## src/rtl/cpm_pkg.sv

```systemverilog
// Shared defaults and the read-tag record for the CPM response path.
package cpm_pkg;

    localparam int CPM_REQ_DW   = 4;
    localparam int CPM_IDX_AW   = 2;
    localparam int CPM_ADR_AW   = 8;
    localparam int CPM_DAT_DW   = 16;
    localparam int CPM_RD_LAT   = 2;
    localparam int CPM_FIFO_DEP = 4;
    localparam int CPM_PID_W    = $clog2(CPM_REQ_DW);

    // Travels beside each bank read so returning data finds its requester.
    typedef struct packed {
        logic                 vld;
        logic [CPM_PID_W-1:0] port;
    } tag_t;

endpackage

```

## src/rtl/cpm_rsp_mo_if.sv

```systemverilog
// Requester/bank/response bundle of the CPM response mux; slave is the mux side.
interface cpm_rsp_mo_if #(
    parameter int REQ_DW = cpm_pkg::CPM_REQ_DW,
    parameter int IDX_AW = cpm_pkg::CPM_IDX_AW,
    parameter int ADR_AW = cpm_pkg::CPM_ADR_AW,
    parameter int DAT_DW = cpm_pkg::CPM_DAT_DW
);
    logic [REQ_DW-1:0]        GNT_ARB;
    logic [REQ_DW*IDX_AW-1:0] REQ_IDX;
    logic [REQ_DW*ADR_AW-1:0] REQ_ADR;
    logic [REQ_DW-1:0]        BNK_CE;
    logic [REQ_DW*ADR_AW-1:0] BNK_ADR;
    logic [REQ_DW*DAT_DW-1:0] BNK_DAT;
    logic [REQ_DW-1:0]        RSP_VLD;
    logic [REQ_DW*DAT_DW-1:0] RSP_DAT;
    logic [REQ_DW-1:0]        RSP_RDY;
    logic [REQ_DW-1:0]        PORT_STALL;
    logic [1:0]               ERR;

    modport slave (
        input  GNT_ARB, REQ_IDX, REQ_ADR, BNK_DAT, RSP_RDY,
        output BNK_CE, BNK_ADR, RSP_VLD, RSP_DAT, PORT_STALL, ERR
    );

    modport master (
        output GNT_ARB, REQ_IDX, REQ_ADR, BNK_DAT, RSP_RDY,
        input  BNK_CE, BNK_ADR, RSP_VLD, RSP_DAT, PORT_STALL, ERR
    );

endinterface

```

## src/rtl/cpm_rsp_fifo.sv

```systemverilog
// Show-ahead response FIFO (power-of-two depth); write-to-head latency 1 cycle.
// Backpressure via rd_rdy; a push is dropped only if full with no pop (upstream credits prevent it).
module cpm_rsp_fifo #(
    parameter int DW  = 16,
    parameter int DEP = 4
) (
    input  logic          clk,
    input  logic          rst_n,
    input  logic          wr_vld,
    input  logic [DW-1:0] wr_dat,
    output logic          rd_vld,
    output logic [DW-1:0] rd_dat,
    input  logic          rd_rdy
);
    localparam int AW = $clog2(DEP);
    localparam logic [AW:0] CNT_FULL = (AW+1)'(DEP);

    logic [DW-1:0] mem [DEP];
    logic [AW-1:0] wr_ptr;
    logic [AW-1:0] rd_ptr;
    logic [AW:0]   cnt;
    logic          do_push;
    logic          do_pop;

    assign rd_vld  = (cnt != '0);
    assign rd_dat  = mem[rd_ptr];
    assign do_pop  = rd_vld & rd_rdy;
    // A full FIFO still takes a write when the head leaves in the same cycle.
    assign do_push = wr_vld & ((cnt != CNT_FULL) | do_pop);

    always_ff @(posedge clk) begin
        if (do_push) begin
            mem[wr_ptr] <= wr_dat;
        end
    end

    always_ff @(posedge clk) begin
        if (!rst_n) begin
            wr_ptr <= '0;
            rd_ptr <= '0;
            cnt    <= '0;
        end else begin
            if (do_push) wr_ptr <= wr_ptr + AW'(1);
            if (do_pop)  rd_ptr <= rd_ptr + AW'(1);
            case ({do_push, do_pop})
                2'b10:   cnt <= cnt + (AW+1)'(1);
                2'b01:   cnt <= cnt - (AW+1)'(1);
                default: cnt <= cnt;
            endcase
        end
    end

endmodule

```

## src/rtl/cpm_rsp_mo.sv

```systemverilog
// Banked read crossbar with per-port in-order response FIFOs; grant-to-RSP_VLD RD_LAT+1 cycles.
// Credits bound outstanding reads to FIFO_DEP per port; PORT_STALL asks upstream to mask a full port.
module cpm_rsp_mo
    import cpm_pkg::*;
#(
    parameter int REQ_DW   = CPM_REQ_DW,
    parameter int IDX_AW   = CPM_IDX_AW,
    parameter int ADR_AW   = CPM_ADR_AW,
    parameter int DAT_DW   = CPM_DAT_DW,
    parameter int RD_LAT   = CPM_RD_LAT,
    parameter int FIFO_DEP = CPM_FIFO_DEP
) (
    input logic         clk,
    input logic         rst_n,
    cpm_rsp_mo_if.slave bus
);
    localparam int CW = $clog2(FIFO_DEP) + 1;
    localparam logic [CW-1:0] CRD_MAX = CW'(FIFO_DEP);

    logic [CW-1:0]        credit   [REQ_DW];
    logic [ADR_AW-1:0]    bnk_adr  [REQ_DW];
    logic [CPM_PID_W-1:0] win      [REQ_DW];
    logic [DAT_DW-1:0]    push_dat [REQ_DW];
    logic [DAT_DW-1:0]    rsp_dat  [REQ_DW];
    tag_t                 tag_sr   [REQ_DW][RD_LAT];

    logic [REQ_DW-1:0] stall, elig, served, pop, push, rsp_vld, bnk_ce;
    logic              collide, overflow;
    logic [1:0]        err;

    always_comb begin
        stall = '0;
        for (int p = 0; p < REQ_DW; p++) begin
            stall[p] = (credit[p] == CRD_MAX);
        end
    end

    assign elig     = bus.GNT_ARB & ~stall;
    assign overflow = |(bus.GNT_ARB & stall);
    assign pop      = rsp_vld & bus.RSP_RDY;

    // Bank decode: scanning ports upward, the first hit on a bank wins.
    always_comb begin
        bnk_ce  = '0;
        served  = '0;
        collide = 1'b0;
        for (int b = 0; b < REQ_DW; b++) begin
            bnk_adr[b] = '0;
            win[b]     = '0;
        end
        for (int b = 0; b < REQ_DW; b++) begin
            for (int p = 0; p < REQ_DW; p++) begin
                if (elig[p] && (bus.REQ_IDX[p*IDX_AW +: IDX_AW] == IDX_AW'(b))) begin
                    if (bnk_ce[b]) begin
                        collide = 1'b1;
                    end else begin
                        bnk_ce[b]  = 1'b1;
                        bnk_adr[b] = bus.REQ_ADR[p*ADR_AW +: ADR_AW];
                        win[b]     = CPM_PID_W'(p);
                        served[p]  = 1'b1;
                    end
                end
            end
        end
    end

    always_ff @(posedge clk) begin
        if (!rst_n) begin
            for (int b = 0; b < REQ_DW; b++) begin
                for (int s = 0; s < RD_LAT; s++) begin
                    tag_sr[b][s] <= '0;
                end
            end
        end else begin
            for (int b = 0; b < REQ_DW; b++) begin
                tag_sr[b][0] <= '{vld: bnk_ce[b], port: win[b]};
                for (int s = 1; s < RD_LAT; s++) begin
                    tag_sr[b][s] <= tag_sr[b][s-1];
                end
            end
        end
    end

    // A port is granted at most one bank per cycle, so exits never double up on a port.
    always_comb begin
        push = '0;
        for (int p = 0; p < REQ_DW; p++) begin
            push_dat[p] = '0;
        end
        for (int b = 0; b < REQ_DW; b++) begin
            if (tag_sr[b][RD_LAT-1].vld) begin
                for (int p = 0; p < REQ_DW; p++) begin
                    if (tag_sr[b][RD_LAT-1].port == CPM_PID_W'(p)) begin
                        push[p]     = 1'b1;
                        push_dat[p] = bus.BNK_DAT[b*DAT_DW +: DAT_DW];
                    end
                end
            end
        end
    end

    always_ff @(posedge clk) begin
        if (!rst_n) begin
            for (int p = 0; p < REQ_DW; p++) begin
                credit[p] <= '0;
            end
            err <= '0;
        end else begin
            for (int p = 0; p < REQ_DW; p++) begin
                case ({served[p], pop[p]})
                    2'b10:   credit[p] <= credit[p] + CW'(1);
                    2'b01:   credit[p] <= credit[p] - CW'(1);
                    default: credit[p] <= credit[p];
                endcase
            end
            err <= err | {collide, overflow};
        end
    end

    for (genvar p = 0; p < REQ_DW; p++) begin : g_fifo
        cpm_rsp_fifo #(
            .DW  (DAT_DW),
            .DEP (FIFO_DEP)
        ) u_fifo (
            .clk    (clk),
            .rst_n  (rst_n),
            .wr_vld (push[p]),
            .wr_dat (push_dat[p]),
            .rd_vld (rsp_vld[p]),
            .rd_dat (rsp_dat[p]),
            .rd_rdy (bus.RSP_RDY[p])
        );
    end

    always_comb begin
        bus.BNK_ADR = '0;
        bus.RSP_DAT = '0;
        for (int b = 0; b < REQ_DW; b++) begin
            bus.BNK_ADR[b*ADR_AW +: ADR_AW] = bnk_adr[b];
            bus.RSP_DAT[b*DAT_DW +: DAT_DW] = rsp_dat[b];
        end
        bus.BNK_CE     = bnk_ce;
        bus.RSP_VLD    = rsp_vld;
        bus.PORT_STALL = stall;
        bus.ERR        = err;
    end

endmodule

```

## src/flat_wrapper.sv

```systemverilog
// flat-port wrapper written by rule: the top's interface ports become plain ports
module cpm_rsp_mo_flat import cpm_pkg::*;
#(
    parameter int REQ_DW   = CPM_REQ_DW,
    parameter int IDX_AW   = CPM_IDX_AW,
    parameter int ADR_AW   = CPM_ADR_AW,
    parameter int DAT_DW   = CPM_DAT_DW,
    parameter int RD_LAT   = CPM_RD_LAT,
    parameter int FIFO_DEP = CPM_FIFO_DEP
)
  (clk, rst_n, bus_GNT_ARB, bus_REQ_IDX, bus_REQ_ADR, bus_BNK_DAT, bus_RSP_RDY, bus_BNK_CE, bus_BNK_ADR, bus_RSP_VLD, bus_RSP_DAT, bus_PORT_STALL, bus_ERR);
  cpm_rsp_mo_if #(.REQ_DW(REQ_DW), .IDX_AW(IDX_AW), .ADR_AW(ADR_AW), .DAT_DW(DAT_DW)) bus_i ();
  input logic clk;
  input logic rst_n;
  input wire logic [$bits(bus_i.GNT_ARB)-1:0] bus_GNT_ARB;
  input wire logic [$bits(bus_i.REQ_IDX)-1:0] bus_REQ_IDX;
  input wire logic [$bits(bus_i.REQ_ADR)-1:0] bus_REQ_ADR;
  input wire logic [$bits(bus_i.BNK_DAT)-1:0] bus_BNK_DAT;
  input wire logic [$bits(bus_i.RSP_RDY)-1:0] bus_RSP_RDY;
  output wire logic [$bits(bus_i.BNK_CE)-1:0] bus_BNK_CE;
  output wire logic [$bits(bus_i.BNK_ADR)-1:0] bus_BNK_ADR;
  output wire logic [$bits(bus_i.RSP_VLD)-1:0] bus_RSP_VLD;
  output wire logic [$bits(bus_i.RSP_DAT)-1:0] bus_RSP_DAT;
  output wire logic [$bits(bus_i.PORT_STALL)-1:0] bus_PORT_STALL;
  output wire logic [$bits(bus_i.ERR)-1:0] bus_ERR;
  assign bus_i.GNT_ARB = bus_GNT_ARB;
  assign bus_i.REQ_IDX = bus_REQ_IDX;
  assign bus_i.REQ_ADR = bus_REQ_ADR;
  assign bus_i.BNK_DAT = bus_BNK_DAT;
  assign bus_i.RSP_RDY = bus_RSP_RDY;
  assign bus_BNK_CE = bus_i.BNK_CE;
  assign bus_BNK_ADR = bus_i.BNK_ADR;
  assign bus_RSP_VLD = bus_i.RSP_VLD;
  assign bus_RSP_DAT = bus_i.RSP_DAT;
  assign bus_PORT_STALL = bus_i.PORT_STALL;
  assign bus_ERR = bus_i.ERR;
  cpm_rsp_mo #(.REQ_DW(REQ_DW), .IDX_AW(IDX_AW), .ADR_AW(ADR_AW), .DAT_DW(DAT_DW), .RD_LAT(RD_LAT), .FIFO_DEP(FIFO_DEP)) u_core (.clk(clk), .rst_n(rst_n), .bus(bus_i));
endmodule
```

## config.mk

```make
export PLATFORM = sky130hd
export DESIGN_NAME = cpm_rsp_mo_flat
export DESIGN_NICKNAME = d
export VERILOG_FILES = /design/src/rtl/cpm_pkg.sv /design/src/rtl/cpm_rsp_mo_if.sv /design/src/rtl/cpm_rsp_fifo.sv /design/src/rtl/cpm_rsp_mo.sv /design/src/flat_wrapper.sv
export SDC_FILE = /design/constraint.sdc
export NUM_CORES = 1
export LEC_CHECK = 0
export BUFFER_PORTS_ARGS = -buffer_cell sky130_fd_sc_hd__buf_4
export CAP_MARGIN = 5
export CELL_PAD_IN_SITES_DETAIL_PLACEMENT = 1
export CELL_PAD_IN_SITES_GLOBAL_PLACEMENT = 1
export CORE_MARGIN = 2
export CORE_UTILIZATION = 44
export CTS_BUF_LIST = sky130_fd_sc_hd__clkbuf_4 sky130_fd_sc_hd__clkbuf_8
export DETAILED_ROUTE_END_ITERATION = 8
export PLACE_DENSITY_LB_ADDON = 0.3
export SETUP_SLACK_MARGIN = 0.5
export SLEW_MARGIN = 40
export SYNTH_ARGS = -nofsm -noshare
export SYNTH_HDL_FRONTEND = slang
export SYNTH_SLANG_ARGS = --single-unit
```

## constraint.sdc

```tcl
create_clock -name clk -period 3.7 [get_ports clk]
set_input_delay 0.74 -clock clk [delete_from_list [all_inputs] [get_ports clk]]
set_output_delay 0.74 -clock clk [all_outputs]
set_load 0.01 [all_outputs]
```

# Word level (Yosys, flattened, before mapping)
# Memories as Yosys holds them, arrays and structs flattened. A register that Yosys moved wholly into a read port is not among the register bits.
# Index checks and enable logic that the tools add are counted.
[classes] add_sub_neg=24 multipliers=0 n_div=0 order_cmp=0 eq_ne=48 n_shift=0 mux=237 n_bitwise=37 reduce_logical=37
[ops] operator="two-way mux 16 bit" n=16
[ops] operator="two-way mux 64 bit" n=4
[ops] operator="two-way mux 8 bit" n=28
[ops] operator="two-way mux 1 bit" n=133
[ops] operator="two-way mux 3 bit" n=20
[ops] operator="two-way mux 2 bit" n=28
[ops] operator="== test 2 bit, second input constant" n=24
[ops] operator="== test 2 x 1 -> 1 bit, second input constant" n=16
[ops] operator="adder 3 x 1 -> 3 bit, second input constant" n=8
[ops] operator="OR 1 bit" n=24
[ops] operator="case mux 3 bit (2 select lines)" n=4
[ops] operator="subtractor 3 x 1 -> 3 bit, second input constant" n=8
[ops] operator="adder 2 x 1 -> 2 bit, second input constant" n=8
[ops] operator="logical AND 1 bit" n=16
[ops] operator="zero test 2 bit" n=8
[ops] operator="two-way mux 4 bit" n=4
[ops] operator="AND 4 bit" n=3
[ops] operator="== test 3 bit, second input constant" n=4
[ops] operator="inequality test 3 bit, second input constant" n=4
[ops] operator="nonzero test 3 bit" n=4
[ops] operator="AND 1 bit" n=8
[ops] operator="nonzero test 2 bit" n=4
[ops] operator="OR reduction 2 bit" n=4
[ops] operator="inverter 4 bit" n=1
[ops] operator="2 further kinds" n=2
[totals] regBits=30 latch_bits=0 ramBits=292 rom_bits=0 out_inout_bits=110 n_memories=6
[memory_table] name="u_core.g_fifo[0].u_fifo.mem" depth=4 width=16 rd=1 rd_ports_with_merged_regs=1 wr=1 line="cpm_rsp_fifo.sv:18" rtl="logic [DW-1:0] mem [DEP];"
[memory_table] name="u_core.g_fifo[1].u_fifo.mem" depth=4 width=16 rd=1 rd_ports_with_merged_regs=1 wr=1 line="cpm_rsp_fifo.sv:18"
[memory_table] name="u_core.g_fifo[2].u_fifo.mem" depth=4 width=16 rd=1 rd_ports_with_merged_regs=1 wr=1 line="cpm_rsp_fifo.sv:18"
[memory_table] name="u_core.g_fifo[3].u_fifo.mem" depth=4 width=16 rd=1 rd_ports_with_merged_regs=1 wr=1 line="cpm_rsp_fifo.sv:18"
[memory_table] name="u_core.tag_sr" depth=4 width=6 rd=4 rd_ports_with_merged_regs=0 wr=4 line="cpm_rsp_mo.sv:25" rtl="tag_t tag_sr [REQ_DW][RD_LAT];"
[memory_table] name="u_core.credit" depth=4 width=3 rd=4 rd_ports_with_merged_regs=0 wr=4 line="cpm_rsp_mo.sv:20" rtl="logic [CW-1:0] credit [REQ_DW];"

# Depth between registers and ports, before layout
# Gate-level depths: netlist (run 1).
# An unclocked memory read counts as a cell.
[logic_depth] word_depth=31 depth_mapped=13 ltp_nobuf=13

# Hierarchy
# A second synthesis (run 1) with hierarchy kept.
[hier_totals] cells_unflattened=1211 hier_area_um2=15952.8
[modules_own_cells] mod="cpm_rsp_fifo at u_core.g_fifo[0].u_fifo ..." instances=3 cells_each=142 area_per_inst_um2=2830.2 seq_area_each_um2=2102.0
[modules_own_cells] mod="cpm_rsp_mo" instances=1 cells_each=634 area_per_inst_um2=4588.2 seq_area_each_um2=880.8
[modules_own_cells] mod="cpm_rsp_fifo at u_core.g_fifo[2].u_fifo" instances=1 cells_each=151 area_per_inst_um2=2874.0 seq_area_each_um2=2102.0

# Worst setup path before layout (run 1)
# No wires, ideal clock.
[synth_path] path_type="input -> register" from="input bus_REQ_IDX[2]" to="memory u_core.credit[0][8] (netlist bit), data pin" setup_time_ns=0.266 arrival_ns=3.211 t_required_ns=3.434 slack_ns=0.223 path_stages=12 n_path_buf=1 cell_sequence="clkbuf_1 > nor3_1 > nor3_2 > or4_1 > inv_1 > ha_1 > nand2_1 > fa_1 > xor2_1 > nor3_1 > a21oi_1 > nor2_1"
[synth_rtl] element="from (decl)" line="flat_wrapper.sv:16" rtl="input wire logic [$bits(bus_i.REQ_IDX)-1:0] bus_REQ_IDX;"
[synth_rtl] element="to (decl)" line="cpm_rsp_mo.sv:20"

==> results of run 1 <==
==> worst reg2reg max path, stage by stage, from the launching register on <==
cell and delay (ns):
edfxtp_1 0.38, or3b_4 0.28, inv_4 0.05, buf_6 0.11, buf_6 0.10, nor3b_2 0.16, buf_4 0.17, nor3b_4 0.06
buf_4 0.14, or4_4 0.54, inv_2 0.09, ha_4 0.13, nand2_1 0.07, fa_2 0.37, xor2_2 0.18, nor3_1 0.07
a21oi_1 0.16, nor2_1 0.06
==> cells in the final DEF, fill, tap and decap left out, drive strengths merged, types with 5 or more instances in the layout <==
cell type / Yosys / routed
xor2: 9 / 9
o22ai: 31 / 31
nor3: 14 / 14
nor3b: 9 / 10
nand2: 96 / 96
nor2: 117 / 117
clkinv: 2 / 16
inv: 39 / 40
a211oi: 6 / 6
and3: 7 / 7
fa: 7 / 7
clkbuf: 62 / 72
a222oi: 23 / 23
a21oi: 103 / 103
o2bb2ai: 8 / 8
a221oi: 40 / 40
mux2: 5 / 5
ha: 27 / 27
o21ai: 38 / 38
or3: 14 / 14
and3b: 8 / 8
mux4: 64 / 64
dfxtp: 62 / 62
nor4: 9 / 9
xnor2: 12 / 12
or3b: 6 / 6
edfxtp: 268 / 268
buf: 17 / 317
nand3: 43 / 43
or4b: 5 / 7
and2: 30 / 30
==> worst paths after layout <==
| kind | from | to |
|---|---|---|
| min | u_core.tag_sr[1][3]$_SDFF_PN0_ | u_core.tag_sr[1][0]$_SDFF_PN0_ |
| max reg2reg | u_core.credit[0][2]$_SDFFCE_PP0P_ | u_core.credit[0][8]$_SDFFCE_PP0P_ |
| max | u_core.credit[0][0]$_SDFFCE_PP0P_ | bus_BNK_ADR[22] |
| min reg2reg | u_core.tag_sr[1][3]$_SDFF_PN0_ | u_core.tag_sr[1][0]$_SDFF_PN0_ |
==> Yosys cell counts (27+ instances only) <==
| library cell | count |
|---|---|
| nor2_1 | 116 |
| a221oi_1 | 40 |
| ha_1 | 27 |
| inv_1 | 39 |
| clkbuf_1 | 62 |
| o22ai_1 | 31 |
| nand2_1 | 96 |
| a21oi_1 | 103 |
| mux4_2 | 64 |
| and2_1 | 30 |
| edfxtp_1 | 268 |
| nand3_1 | 43 |
| dfxtp_1 | 62 |
| o21ai_0 | 38 |
==> per-layer routing <==
layer	wire [um]	global-route usage	vias up
met3	3950	0.0603	123
met5	51	0	-
li1	-	-	5432
met4	1500	0.0910	8
met2	25800	0.456	633
met1	19300	0.324	6205
==> cell type report <==
class | count | area, um^2 | share of cell area
Sequential cell | 330 | 9290 | 0.459
Multi-Input combinational cell | 794 | 6560 | 0.324
Timing Repair Buffer | 317 | 2550 | 0.126
Clock buffer | 72 | 891 | 0.0440
Tap cell | 461 | 577 | 0.0285
Clock inverter | 20 | 196 | 0.00971
Inverter | 41 | 166 | 0.00822
Antenna cell | 2 | 5.00 | 0.000247
==> state kept, by name, indices dropped and copies added, names as in the netlist, named ones only <==
name                         count
u_core.g_fifo.u_fifo.cnt        12
u_core.g_fifo.u_fifo.wr_ptr      8
u_core.tag_sr                   24
u_core.g_fifo.u_fifo.rd_ptr      8
u_core.g_fifo.u_fifo.mem       256
u_core.bus.ERR                   2
u_core.credit                   12
==> metrics by stage <==
stage	area, um^2	cells	setup slack (ns)	util
2_1_floorplan	15800	1241	0.458	-
3_3_place_gp	18000	1887	0.227	0.509
3_5_place_dp	18100	1890	0.157	0.510
4_1_cts	20000	2021	0.107	0.563
5_1_grt	20200	2036	0.0230	0.570
6_report	20200	2037	0.132	0.570
==> logic make-up after synthesis <==
| group | Yosys count | synth area share |
|---|---|---|
| and+or+nand+nor | 381 | 0.121 |
| DFF | 330 | 0.588 |
| AOI/OAI and AO/OA | 281 | 0.118 |
| buffers and inverters | 120 | 0.0322 |
| muxes | 72 | 0.0968 |
| adders and majority gates | 36 | 0.0315 |
| xor gates and xnor gates | 21 | 0.0117 |
==> power by group <==
part	total (mW)	internal, mW	switching (mW)	leakage [nW]
combinational	3.03	1.46	1.57	3.81
sequential	4.49	4.30	0.193	3.13
clock	3.19	1.83	1.36	0.570
==> repair_timing <==
item | 4_1_cts | 5_1_grt
cloned | 4 | 0
pin swaps | 33 | 16
resized for setup | 102 | 25
setup buffers | 35 | 14
endpoints found under the setup margin | 41 | 45
==> flow_summary.json, run 1 <==
{
  "fillers": 3590,
  "tns_ns": 0,
  "crit_family": "simple AND/OR/NAND/NOR gates",
  "viasPerCell": 6.09,
  "totalWireLength_mm": 50.5,
  "fin_crit_ns": 3.57,
  "cp.required_ns": 2.96,
  "power_leakage_nw": 7.51,
  "cts_tree": "yes",
  "root_buffer": "clkbuf_8",
  "clk_pin_slew_ns": 0.06,
  "crit_chain": "or3b_4 -> inv_4 -> nor3_2 -> buf_6 -> or4_4 -> buf_12 -> inv_1 -> a221o_1 -> buf_4",
  "slowest_delay_ns": 0.61,
  "critPathSlowestCell": "or4_4",
  "yosys.area.top_type": "edfxtp_1",
  "nets": 1682,
  "powerDensity_mw_per_mm2": 529,
  "fin_crit_sh": 0.964,
  "track_usage": 0.263,
  "synth_top_area_frac": 0.510,
  "critPathBufInv": 5,
  "hp-class": "reg2reg",
  "vdd.ir_drop.worst_uv": 274,
  "setup_viol": 0,
  "fin_skew_ns": 0.0260,
  "dieArea_mm2": 0.0374,
  "drtIter0Drc": 1079,
  "syn-num-nets": 1389,
  "grt_pass1_vias": 13000,
  "hold_depth": 1,
  "synth_warnings": 0,
  "slew_headroom": 0.424,
  "power_mw": 10.7,
  "antenna_found_initial": 6,
  "port_buffers": 223,
  "die_w_um": 193,
  "synth_edf_count": 268,
  "path_depth": 9,
  "end_kind": "output pin",
  "grt.overflow.total": 0,
  "ys_types": 67,
  "grt_setup_unrepaired": "yes",
  "initial_utilization": 0.445,
  "cts_buffer_depth": 3,
  "r2r_cells": 17,
  "path_class": "reg2out",
  "synth_area_per_cell_um2": 12.7,
  "drt-pass1-iter-count": 7,
  "h-tree-depth": 2,
  "vias": 12400,
  "io_pins": 224,
  "cts_buffers": 50,
  "synth_area_mm2": 0.0158,
  "drive_above_1_share": 0.361,
  "drv_cap": 0,
  "ys.flop_type": "edfxtp_1",
  "ys_ff_latch": 330,
  "synth_seq_area_share": 0.588,
  "hold_viol_final": 0,
  "grt_pass1_wl_mm": 76.3,
  "place_congestion": 0.967,
  "worst_pin_slew_ns": 0.862,
  "status": "finished, final reports clean",
  "synthTopCellsByArea": "edfxtp_1 (51%), mux4_2 (9.1%), dfxtp_1 (7.9%)",
  "clk_latency_ns": 0.58,
  "drc": 0,
  "drv_slew": 0,
  "area_delta_synth_final_pct": 28.2,
  "synth-async-reset-ratio": 0,
  "clock_sinks": 330,
  "crit_fanout": 8,
  "hold_buffers": 0,
  "start_kind": "flip-flop",
  "placeableCoreArea_mm2": 0.0355,
  "wl_per_cell_um": 24.8,
  "drtAntennaViolNets": 0,
  "die_h_um": 193,
  "fmaxAchievable_ghz": 0.280,
  "crit_arrival_ns": 2.83,
  "syn_inst": 1241,
  "post-dp-hpwl_mm": 35.3,
  "fin_hold_ws_ns": 0.421,
  "reg2reg_slack_ns": 0.33,
  "std_cell_rows": 69,
  "grt_max_degree": 45
}
No activity file was read; power rests on OpenSTA's default activity.
==> run 2: changes to the inputs <==
--- a/config.mk
+++ b/config.mk
@@ -5,14 +5,13 @@
 export SDC_FILE = /design/constraint.sdc
 export NUM_CORES = 1
 export LEC_CHECK = 0
-export BUFFER_PORTS_ARGS = -buffer_cell sky130_fd_sc_hd__buf_4
 export CAP_MARGIN = 5
 export CELL_PAD_IN_SITES_DETAIL_PLACEMENT = 1
 export CELL_PAD_IN_SITES_GLOBAL_PLACEMENT = 1
 export CORE_MARGIN = 2
-export CORE_UTILIZATION = 44
-export CTS_BUF_LIST = sky130_fd_sc_hd__clkbuf_4 sky130_fd_sc_hd__clkbuf_8
+export CORE_UTILIZATION = 47
 export DETAILED_ROUTE_END_ITERATION = 8
+export DONT_BUFFER_PORTS = 1
 export PLACE_DENSITY_LB_ADDON = 0.3
 export SETUP_SLACK_MARGIN = 0.5
 export SLEW_MARGIN = 40
==> run 2 against run 1 <==
Compared with the run above: critical path depth decreased by 1; clock power increased by 8.8%; die area decreased by 6.2%; cell count decreased by 13%; global-route usage increased by 0.47 points; fmax increased by 5.1%; count of clock-buffer cells in the layout decreased by 23; setup slack improved by 0.17 ns; combinational power decreased by 21%; first-iteration DRC count decreased by 10%; critical path type unchanged; critical endpoint is now bus_BNK_ADR[20]; largest power group unchanged; highest routed layer is now met4.
==> flow_summary.json, run 2 (same netlist as run 1, synthesis figures left out) <==
{
  "drc": 0,
  "area_delta_synth_final_pct": 18.3,
  "drv_slew": 0,
  "r2r_cells": 12,
  "grt_max_degree": 45,
  "hold_viol_final": 0,
  "grt_pass1_vias": 12000,
  "nets": 1437,
  "crit_fanout": 8,
  "largest_register_ffs": 256,
  "antenna_found_initial": 0,
  "n_antenna_cell": 0,
  "die_w_um": 187,
  "cts_tree": "yes",
  "vdd.ir_drop.worst_uv": 341,
  "viasPerCell": 6.41,
  "start_kind": "flip-flop",
  "wl_per_cell_um": 26.9,
  "initial_utilization": 0.474,
  "drv_cap": 0,
  "port_buffers": 0,
  "grt.overflow.total": 0,
  "post-dp-hpwl_mm": 32.3,
  "fin_crit_sh": 0.917,
  "placeableCoreArea_mm2": 0.0333,
  "dieArea_mm2": 0.0351,
  "hold_buffers": 0,
  "status": "finished, final reports clean",
  "drtIter0Drc": 969,
  "fin_crit_ns": 3.39,
  "place_congestion": 1.01,
  "grt_pass1_wl_mm": 72.3,
  "io_pins": 224,
  "worst_pin_slew_ns": 0.820,
  "cp.required_ns": 2.96,
  "powerDensity_mw_per_mm2": 555,
  "root_buffer": "clkbuf_16",
  "crit_arrival_ns": 2.65,
  "clk_latency_ns": 0.52,
  "clock_sinks": 330,
  "std_cell_rows": 67,
  "path_class": "reg2out",
  "reg_top3": "u_core.g_fifo.u_fifo.mem x256, u_core.tag_sr x24",
  "power_leakage_nw": 6.34,
  "fin_skew_ns": 0.0252,
  "slew_headroom": 0.447,
  "totalWireLength_mm": 47.4,
  "grt.busiest_layer": "met2",
  "grt_setup_unrepaired": "yes",
  "drtAntennaViolNets": 0,
  "vias": 11300,
  "die_h_um": 187,
  "cts_buffer_depth": 3,
  "drt-pass1-iter-count": 7,
  "hp-class": "in2reg",
  "cts_buffers": 36,
  "hold_depth": 1,
  "regMostFlops": "u_core.g_fifo.u_fifo.mem",
  "h-tree-depth": 2,
  "final_common_cell": "edfxtp_1",
  "track_usage": 0.268,
  "grt_use_met3": 0.0809,
  "met1_usage": 0.315,
  "end_kind": "output pin",
  "fmaxAchievable_ghz": 0.295,
  "clk_pin_slew_ns": 0.06,
  "dpl_worst_slack_ns": 0.177,
  "met2_usage": 0.467,
  "setup_viol": 0,
  "fin_ws_ns": 0.306,
  "reg2reg_slack_ns": 0.52,
  "drive_above_1_share": 0.251,
  "tns_ns": 0,
  "final_cell_mix": "edfxtp_1 (268), nor2_1 (101), nand2_1 (95), a21oi_1 (81), buf_4 (68)"
}
[run 2: critical path, cell delays in order, from the launching register on]
cell and delay (ns):
edfxtp_1 0.38, inv_1 0.10, ha_4 0.18, a21bo_4 0.23, or3b_4 0.38, or4_4 0.50, buf_12 0.19, nor2_2 0.13
a21oi_4 0.06
[run 2: worst paths after layout]
kind                                      from                                 to
max             u_core.credit[0][10]$_DFFE_PP_                    bus_BNK_ADR[20]
min                                      rst_n     u_core.tag_sr[1][0]$_SDFF_PN0_
max reg2reg  u_core.credit[0][6]$_SDFFCE_PP0P_  u_core.credit[0][8]$_SDFFCE_PP0P_
min reg2reg     u_core.tag_sr[1][4]$_SDFF_PN0_     u_core.tag_sr[1][1]$_SDFF_PN0_
[run 2: through the flow]
stage          std cells   util  hold slack [ns]  total power, mW  area [um^2]
6_report            1763  0.561            0.368             10.4        18700
5_1_grt             1763  0.561            0.348             10.8        18700
4_1_cts             1749  0.555            0.338             10.3        18500
3_5_place_dp        1650  0.491            0.422             6.58        16400
3_3_place_gp        1649  0.491            0.417             6.49        16300
2_1_floorplan       1241      -            0.412             6.10        15800
[run 2: power by group]
part | switching, mW | internal [mW]
sequential | 0.196 | 4.30
clock | 1.42 | 2.06
combinational | 1.36 | 1.04
[run 2: per-layer routing]
layer	wire length, um	share of wire	up-vias
met1	17200	0.36	5693
met5	0	0	-
met3	4550	0.096	132
met2	23800	0.50	548
met4	1760	0.037	0
li1	-	-	4924
[run 2: repair_timing]
action | 4_1_cts | 5_1_grt
setup endpoints to repair | 40 | 39
pin swaps | 40 | 19
buffers inserted | 28 | 13
gates resized for setup | 127 | 18
cloned | 7 | 0
endpoints found under the hold margin | 0 | 0
[run 2: layout make-up]
class / count / area (um^2)
Timing Repair Buffer: 85 / 773
Inverter: 41 / 164
Fill cell: 3300 / 14600
Tap cell: 448 / 561
Multi-Input combinational cell: 795 / 6740
Clock buffer: 49 / 1010
Sequential cell: 330 / 9290
Clock inverter: 15 / 134
